<file path="src/rtl/mul_special_pipe.sv">
// rtl/mul_special_pipe.sv - pipelined special-operand classifier and special-result generator for the FP multiplier
module mul_special_pipe #(
  parameter int SIGN_W = 1,
  parameter int EXPO_W = 8,
  parameter int MANT_W = 23,
  parameter int LANES  = 1,
  parameter int DAZ    = 0,
  parameter int CNT_W  = 16
) (
  input  logic                                    clk,
  input  logic                                    rst,
  input  logic                                    in_valid,
  output logic                                    in_ready,
  input  logic [LANES*(SIGN_W+EXPO_W+MANT_W)-1:0] a_i,
  input  logic [LANES*(SIGN_W+EXPO_W+MANT_W)-1:0] b_i,
  output logic                                    out_valid,
  input  logic                                    out_ready,
  output logic [LANES-1:0]                        is_special_o,
  output logic [LANES*(SIGN_W+EXPO_W+MANT_W)-1:0] res_o,
  output logic [LANES-1:0]                        invalid_o,
  output logic [LANES*3-1:0]                      cls_a_o,
  output logic [LANES*3-1:0]                      cls_b_o,
  input  logic                                    flag_clr,
  output logic                                    invalid_sticky_o,
  output logic [CNT_W-1:0]                        special_cnt_o
);

  localparam int W = SIGN_W + EXPO_W + MANT_W;

  localparam logic [2:0] CLS_NORM = 3'd0;
  localparam logic [2:0] CLS_SUB  = 3'd1;
  localparam logic [2:0] CLS_ZERO = 3'd2;
  localparam logic [2:0] CLS_INF  = 3'd3;
  localparam logic [2:0] CLS_QNAN = 3'd4;
  localparam logic [2:0] CLS_SNAN = 3'd5;

  localparam logic [W-1:0] QNAN_WORD = {1'b0, {EXPO_W{1'b1}}, 1'b1, {(MANT_W-1){1'b0}}};

  // Operand class from the exponent and stored mantissa fields.
  function automatic logic [2:0] classify(input logic [EXPO_W-1:0] e, input logic [MANT_W-1:0] m);
    logic [2:0] c;
    c = CLS_NORM;
    if (e == '0) begin
      c = (m == '0 || DAZ != 0) ? CLS_ZERO : CLS_SUB;
    end else if (e == '1) begin
      if (m == '0)
        c = CLS_INF;
      else if (m[MANT_W-1])
        c = CLS_QNAN;
      else
        c = CLS_SNAN;
    end
    return c;
  endfunction

  logic                 s1_valid;
  logic                 s2_valid;
  logic                 s2_adv;
  logic                 in_xfer;
  logic                 out_xfer;

  logic [LANES*3-1:0]   cls_a_d;
  logic [LANES*3-1:0]   cls_b_d;
  logic [LANES-1:0]     sgn_d;
  logic [LANES*3-1:0]   s1_cls_a;
  logic [LANES*3-1:0]   s1_cls_b;
  logic [LANES-1:0]     s1_sgn;

  logic [LANES-1:0]     spec_d;
  logic [LANES-1:0]     inv_d;
  logic [LANES*W-1:0]   res_d;
  logic [LANES-1:0]     s2_spec;
  logic [LANES-1:0]     s2_inv;
  logic [LANES*W-1:0]   s2_res;
  logic [LANES*3-1:0]   s2_cls_a;
  logic [LANES*3-1:0]   s2_cls_b;

  logic                 sticky;
  logic [CNT_W-1:0]     cnt;

  // Stage 2 may load whenever it is empty or its contents leave this cycle; stage 1 follows it.
  assign s2_adv   = !s2_valid || out_ready;
  assign in_ready = !s1_valid || s2_adv;
  assign in_xfer  = in_valid && in_ready;
  assign out_xfer = s2_valid && out_ready;

  // Per-lane classification of the incoming operands and product sign.
  always_comb begin
    cls_a_d = '0;
    cls_b_d = '0;
    sgn_d   = '0;
    for (int k = 0; k < LANES; k++) begin
      cls_a_d[k*3 +: 3] = classify(a_i[k*W+MANT_W +: EXPO_W], a_i[k*W +: MANT_W]);
      cls_b_d[k*3 +: 3] = classify(b_i[k*W+MANT_W +: EXPO_W], b_i[k*W +: MANT_W]);
      sgn_d[k]          = a_i[k*W+W-1] ^ b_i[k*W+W-1];
    end
  end

  // Special result and invalid flag from the stage-1 classes, NaN beats Inf beats zero.
  always_comb begin
    logic [2:0] ca;
    logic [2:0] cb;
    logic       nan;
    logic       zero_inf;
    spec_d   = '0;
    inv_d    = '0;
    res_d    = '0;
    ca       = CLS_NORM;
    cb       = CLS_NORM;
    nan      = 1'b0;
    zero_inf = 1'b0;
    for (int k = 0; k < LANES; k++) begin
      ca       = s1_cls_a[k*3 +: 3];
      cb       = s1_cls_b[k*3 +: 3];
      nan      = (ca == CLS_QNAN) || (ca == CLS_SNAN) || (cb == CLS_QNAN) || (cb == CLS_SNAN);
      zero_inf = ((ca == CLS_ZERO) && (cb == CLS_INF)) || ((ca == CLS_INF) && (cb == CLS_ZERO));
      inv_d[k] = (ca == CLS_SNAN) || (cb == CLS_SNAN) || zero_inf;
      if (nan || zero_inf) begin
        spec_d[k]         = 1'b1;
        res_d[k*W +: W]   = QNAN_WORD;
      end else if ((ca == CLS_INF) || (cb == CLS_INF)) begin
        spec_d[k]         = 1'b1;
        res_d[k*W +: W]   = {s1_sgn[k], {EXPO_W{1'b1}}, {MANT_W{1'b0}}};
      end else if ((ca == CLS_ZERO) || (cb == CLS_ZERO)) begin
        spec_d[k]         = 1'b1;
        res_d[k*W +: W]   = {s1_sgn[k], {(EXPO_W+MANT_W){1'b0}}};
      end
    end
  end

  // Stage valid bits; reset discards whatever is in flight.
  always_ff @(posedge clk or posedge rst) begin
    if (rst) begin
      s1_valid <= 1'b0;
      s2_valid <= 1'b0;
    end else begin
      if (in_ready)
        s1_valid <= in_valid;
      if (s2_adv)
        s2_valid <= s1_valid;
    end
  end

  // Stage data registers carry no reset; outputs are masked while out_valid is low.
  always_ff @(posedge clk) begin
    if (in_xfer) begin
      s1_cls_a <= cls_a_d;
      s1_cls_b <= cls_b_d;
      s1_sgn   <= sgn_d;
    end
    if (s2_adv) begin
      s2_spec  <= spec_d;
      s2_inv   <= inv_d;
      s2_res   <= res_d;
      s2_cls_a <= s1_cls_a;
      s2_cls_b <= s1_cls_b;
    end
  end

  // Sticky invalid and saturating special counter; a coincident transfer overrides the clear.
  always_ff @(posedge clk or posedge rst) begin
    if (rst) begin
      sticky <= 1'b0;
      cnt    <= '0;
    end else if (flag_clr) begin
      sticky <= out_xfer && (|s2_inv);
      cnt    <= (out_xfer && (|s2_spec)) ? CNT_W'(1) : '0;
    end else if (out_xfer) begin
      if (|s2_inv)
        sticky <= 1'b1;
      if ((|s2_spec) && (cnt != '1))
        cnt <= cnt + CNT_W'(1);
    end
  end

  assign out_valid        = s2_valid;
  assign is_special_o     = s2_valid ? s2_spec  : '0;
  assign invalid_o        = s2_valid ? s2_inv   : '0;
  assign res_o            = s2_valid ? s2_res   : '0;
  assign cls_a_o          = s2_valid ? s2_cls_a : '0;
  assign cls_b_o          = s2_valid ? s2_cls_b : '0;
  assign invalid_sticky_o = sticky;
  assign special_cnt_o    = cnt;

endmodule

</file>
<file path="config.mk">
export PLATFORM = sky130hd
export DESIGN_NAME = mul_special_pipe
export DESIGN_NICKNAME = d
export VERILOG_FILES = /design/src/rtl/mul_special_pipe.sv
export SDC_FILE = /design/constraint.sdc
export NUM_CORES = 1
export LEC_CHECK = 0
export ABC_AREA = 0
export CAP_MARGIN = 20
export CORE_AREA = 2 2 76 78
export CTS_BUF_LIST = sky130_fd_sc_hd__clkbuf_8
export DETAILED_ROUTE_END_ITERATION = 8
export DIE_AREA = 0 0 78 80
export GPL_TIMING_DRIVEN = 1
export MAX_ROUTING_LAYER = met4
export PLACE_DENSITY_LB_ADDON = 0.05
export SLEW_MARGIN = 20
export SYNTH_ARGS = -nofsm -noshare
export SYNTH_HDL_FRONTEND = slang
export SYNTH_SLANG_ARGS = --single-unit
</file>
<file path="constraint.sdc">
create_clock -name clk -period 4.4 [get_ports clk]
set_input_delay 0.44 -clock clk [delete_from_list [all_inputs] [get_ports clk]]
set_output_delay 0.44 -clock clk [all_outputs]
set_load 0.03 [all_outputs]
</file>
==> flow_summary.toml <==
[floorplan]
rows = 27
die_x_microns = 78
ioPinCount = 128
start_util = 0.4032
fp.dieH_microns = 80
coreArea_sq_um = 5405
dieArea_sq_um = 6240

[cells_and_area]
final_core_util = 0.6079
fillers = 468
nets = 390
final_area_sq_um = 3286
drive_above_1_share = 0.05607
regArea_sq_um = 1016
diodes = 0
final-instance-count-excl-fill = 393
multi_input_area_sq_um = 987.2
synthToLayoutAreaGrowth_pct = 50.75

[clock_network]
clk_path_buf_depth = 2
htreeDepth = 2
cts_resized = 0
hold_buffers = 0
cts.clk_slew.worst_paths_ps = 80
cts_inserted_buffers = 5
cts_setup_buffers = 0
cts.sinks = 37
insertion_delay_ps = 290
cts_tree = "yes"
cts_root_buf = "clkbuf_8"

[route]
vias = 1991
drc = 0
wl_mm = 5.230
drt-initial-drc-count = 78
viasPerCell = 5.066
drtAntennaViolNets = 0
wl_per_cell_microns = 13.31
first_pass_iters = 4

[timing]
finalSetupViolCount = 0
setup-tns-final_ps = 0
drv_slew = 0
rsz0062_at_grt = "false"
fin_crit_sh = 0.5445
finClkSkew_ps = 8.898
tightest_slew_ps = 758.5
hold_violations = 0
final.min_clock_period_ps = 2396
max_slew_margin = 0.4938
fmax_ghz = 0.4174

[placement]
gp_congestion = 0.7856
dp_cells = 385
port_buffers = 105
dpl.hpwl_mm = 4.192
placed_area_sq_um = 3171

[global_route]
grt_use_total = 0.1771
grt_pass1_wl_mm = 8.507
antenna_found_initial = 0
grt_max_degree = 20
grt-ovfl-total = 0
grt_pass1_vias = 1917

[logic_synthesis]
ys_types = 38
synthTopCellsByArea = "edfxtp_1 25%, dfrtp_1 22%, buf_4 10%, nor4_1 4.3%, and2_1 3.4%"
avgSynthCellArea_sq_um = 9.907
ys.warnings.count = 0
synthFlopType = "dfrtp_1"
synth_area_sq_um = 2180
ys_seq_area_frac = 0.4661
synth_top_area_share = 0.2480
synth_edf_count = 18
synth_commonest_cells = "29 x buf_4, 19 x dfrtp_1, 18 x edfxtp_1, 15 x nor4_1, 12 x and2_1"
syn_inst = 220
async_flop_share = 0.5135
synth_area_leader_cell = "edfxtp_1"
synth-seq-cells = 37
yosys.cell_count.top_type = "buf_4"

[hold_path]
min_to = "out_valid$_DFFE_PP0P_"
min_path_type = "register to register"
hold_path_depth = 1
hp-start = "s1_valid$_DFFE_PP0N_"

[worst_setup_path]
crit_required_ps = 4600
startpoint_type = "input port"
reg2reg_setup_slack_ps = 2070
crit_path_top_delay_cell = "or4_4"
reg2reg_from = "out_valid$_DFFE_PP0P_"
crit_path_max_fanout = 11
endpoint_kind = "register"
path_cells = "clkdlybuf4s50_1, nand3_1, or4_4, or4_1, a21oi_1"
startpoint = "out_ready"
cpPeakStageDelay_ps = 650
r2r_end = "special_cnt_o[13]$_DFFE_PP0P_"
arrival_ps = 2590
worst-setup-path-type = "input port to register"
reg2reg_depth = 4

[power]
power.density_nw_per_um2 = 277.0
leakagePower_nw = 1.183
power_mw = 0.9103
ir_drop_v = 0.0001310

[run_status]
status = "complete, no violations"

[job]
maxCapViolCount = 0
## kinds of logic after synthesis
family	Yosys count	share of synthesized area
other cells	1	0.001721
xor+xnor	2	0.008038
flops	37	0.4661
compound gates	37	0.1188
mux	2	0.01033
simple gates	101	0.2721
fa+ha+maj	1	0.005740
buf+inv	39	0.1171
## through the flow
| step | hold slack [ps] | setup slack [ps] |
|---|---|---|
| global route | 510.1 | 1790 |
| global placement | 470.8 | 1773 |
| finish | 480.5 | 2004 |
| floorplan | 391.1 | 2373 |
| CTS | 490.8 | 2010 |
| detailed placement | 471.2 | 1712 |
## sequential cells by signal, summed over array words and instances, names as in the netlist
signal and count:
s2_cls_a 3, invalid_sticky_o 1, s1_cls_b 3, out_valid 1, s2_cls_b 3, s2_inv 1
s2_res 3, s1_valid 1, s2_spec 1, s1_sgn 1, special_cnt_o 16, s1_cls_a 3
## cell type report
class | count | area share
timing repair buffer | 106 | 0.3222
sequential | 37 | 0.3092
multi-input combinational | 165 | 0.3005
tap | 72 | 0.02742
clock buffer | 5 | 0.02094
clock inverter | 3 | 0.01409
inverter | 5 | 0.005712
## report_power, final
part           internal, mW  total, mW  switching, mW
logic                 0.105      0.220          0.116
registers             0.382      0.394         0.0111
clock network         0.170      0.296          0.127
## critical path: cells and delay by family
family / cells / cell delay, ps
AO/OA/AOI/OAI: 1 / 170
buffers and inverters: 1 / 530
AND/OR/NAND/NOR: 3 / 1450
## worst max-delay path by stage
stage | end | slack (ps)
3_3_place_gp | special_cnt_o[13]$_DFFE_PP0P_ | 1770
4_1_cts | special_cnt_o[13]$_DFFE_PP0P_ | 2010
5_1_grt | special_cnt_o[13]$_DFFE_PP0P_ | 1790
2_1_floorplan | special_cnt_o[15]$_DFFE_PP0P_ | 2370
6_report | special_cnt_o[13]$_DFFE_PP0P_ | 2000
3_5_place_dp | special_cnt_o[13]$_DFFE_PP0P_ | 1710
## layer usage
layer	vias to the layer above	track usage	part of all wire	wire, microns
li1	989	-	-	-
met4	0	0.06316	0.011	55
met3	4	0.03846	0.070	364
met2	89	0.3026	0.50	2609
met5	-	-	0	0
met1	909	0.2070	0.42	2201
## cells in the final DEF, fill, tap and decap left out, types with 3 or more instances in the layout
master | synthesis | layout
a211oi_1 | 3 | 3
o311ai_0 | 5 | 5
nand2_1 | 11 | 11
nand4_1 | 10 | 10
nor4_1 | 15 | 15
o31ai_1 | 6 | 6
clkbuf_8 | 0 | 5
or4_1 | 7 | 7
and2_1 | 12 | 12
nand3_1 | 9 | 9
or2_2 | 4 | 4
o21ai_0 | 4 | 4
dfrtp_1 | 19 | 19
o41ai_1 | 4 | 4
inv_1 | 5 | 5
clkdlybuf4s50_1 | 0 | 105
edfxtp_1 | 18 | 18
a21oi_1 | 9 | 9
nor3_1 | 3 | 3
conb_1 | 1 | 22
or3_1 | 3 | 3
nand2b_1 | 6 | 6
nor2_1 | 10 | 10
nor2b_1 | 5 | 5
No activity file was read; power rests on OpenSTA's default activity.
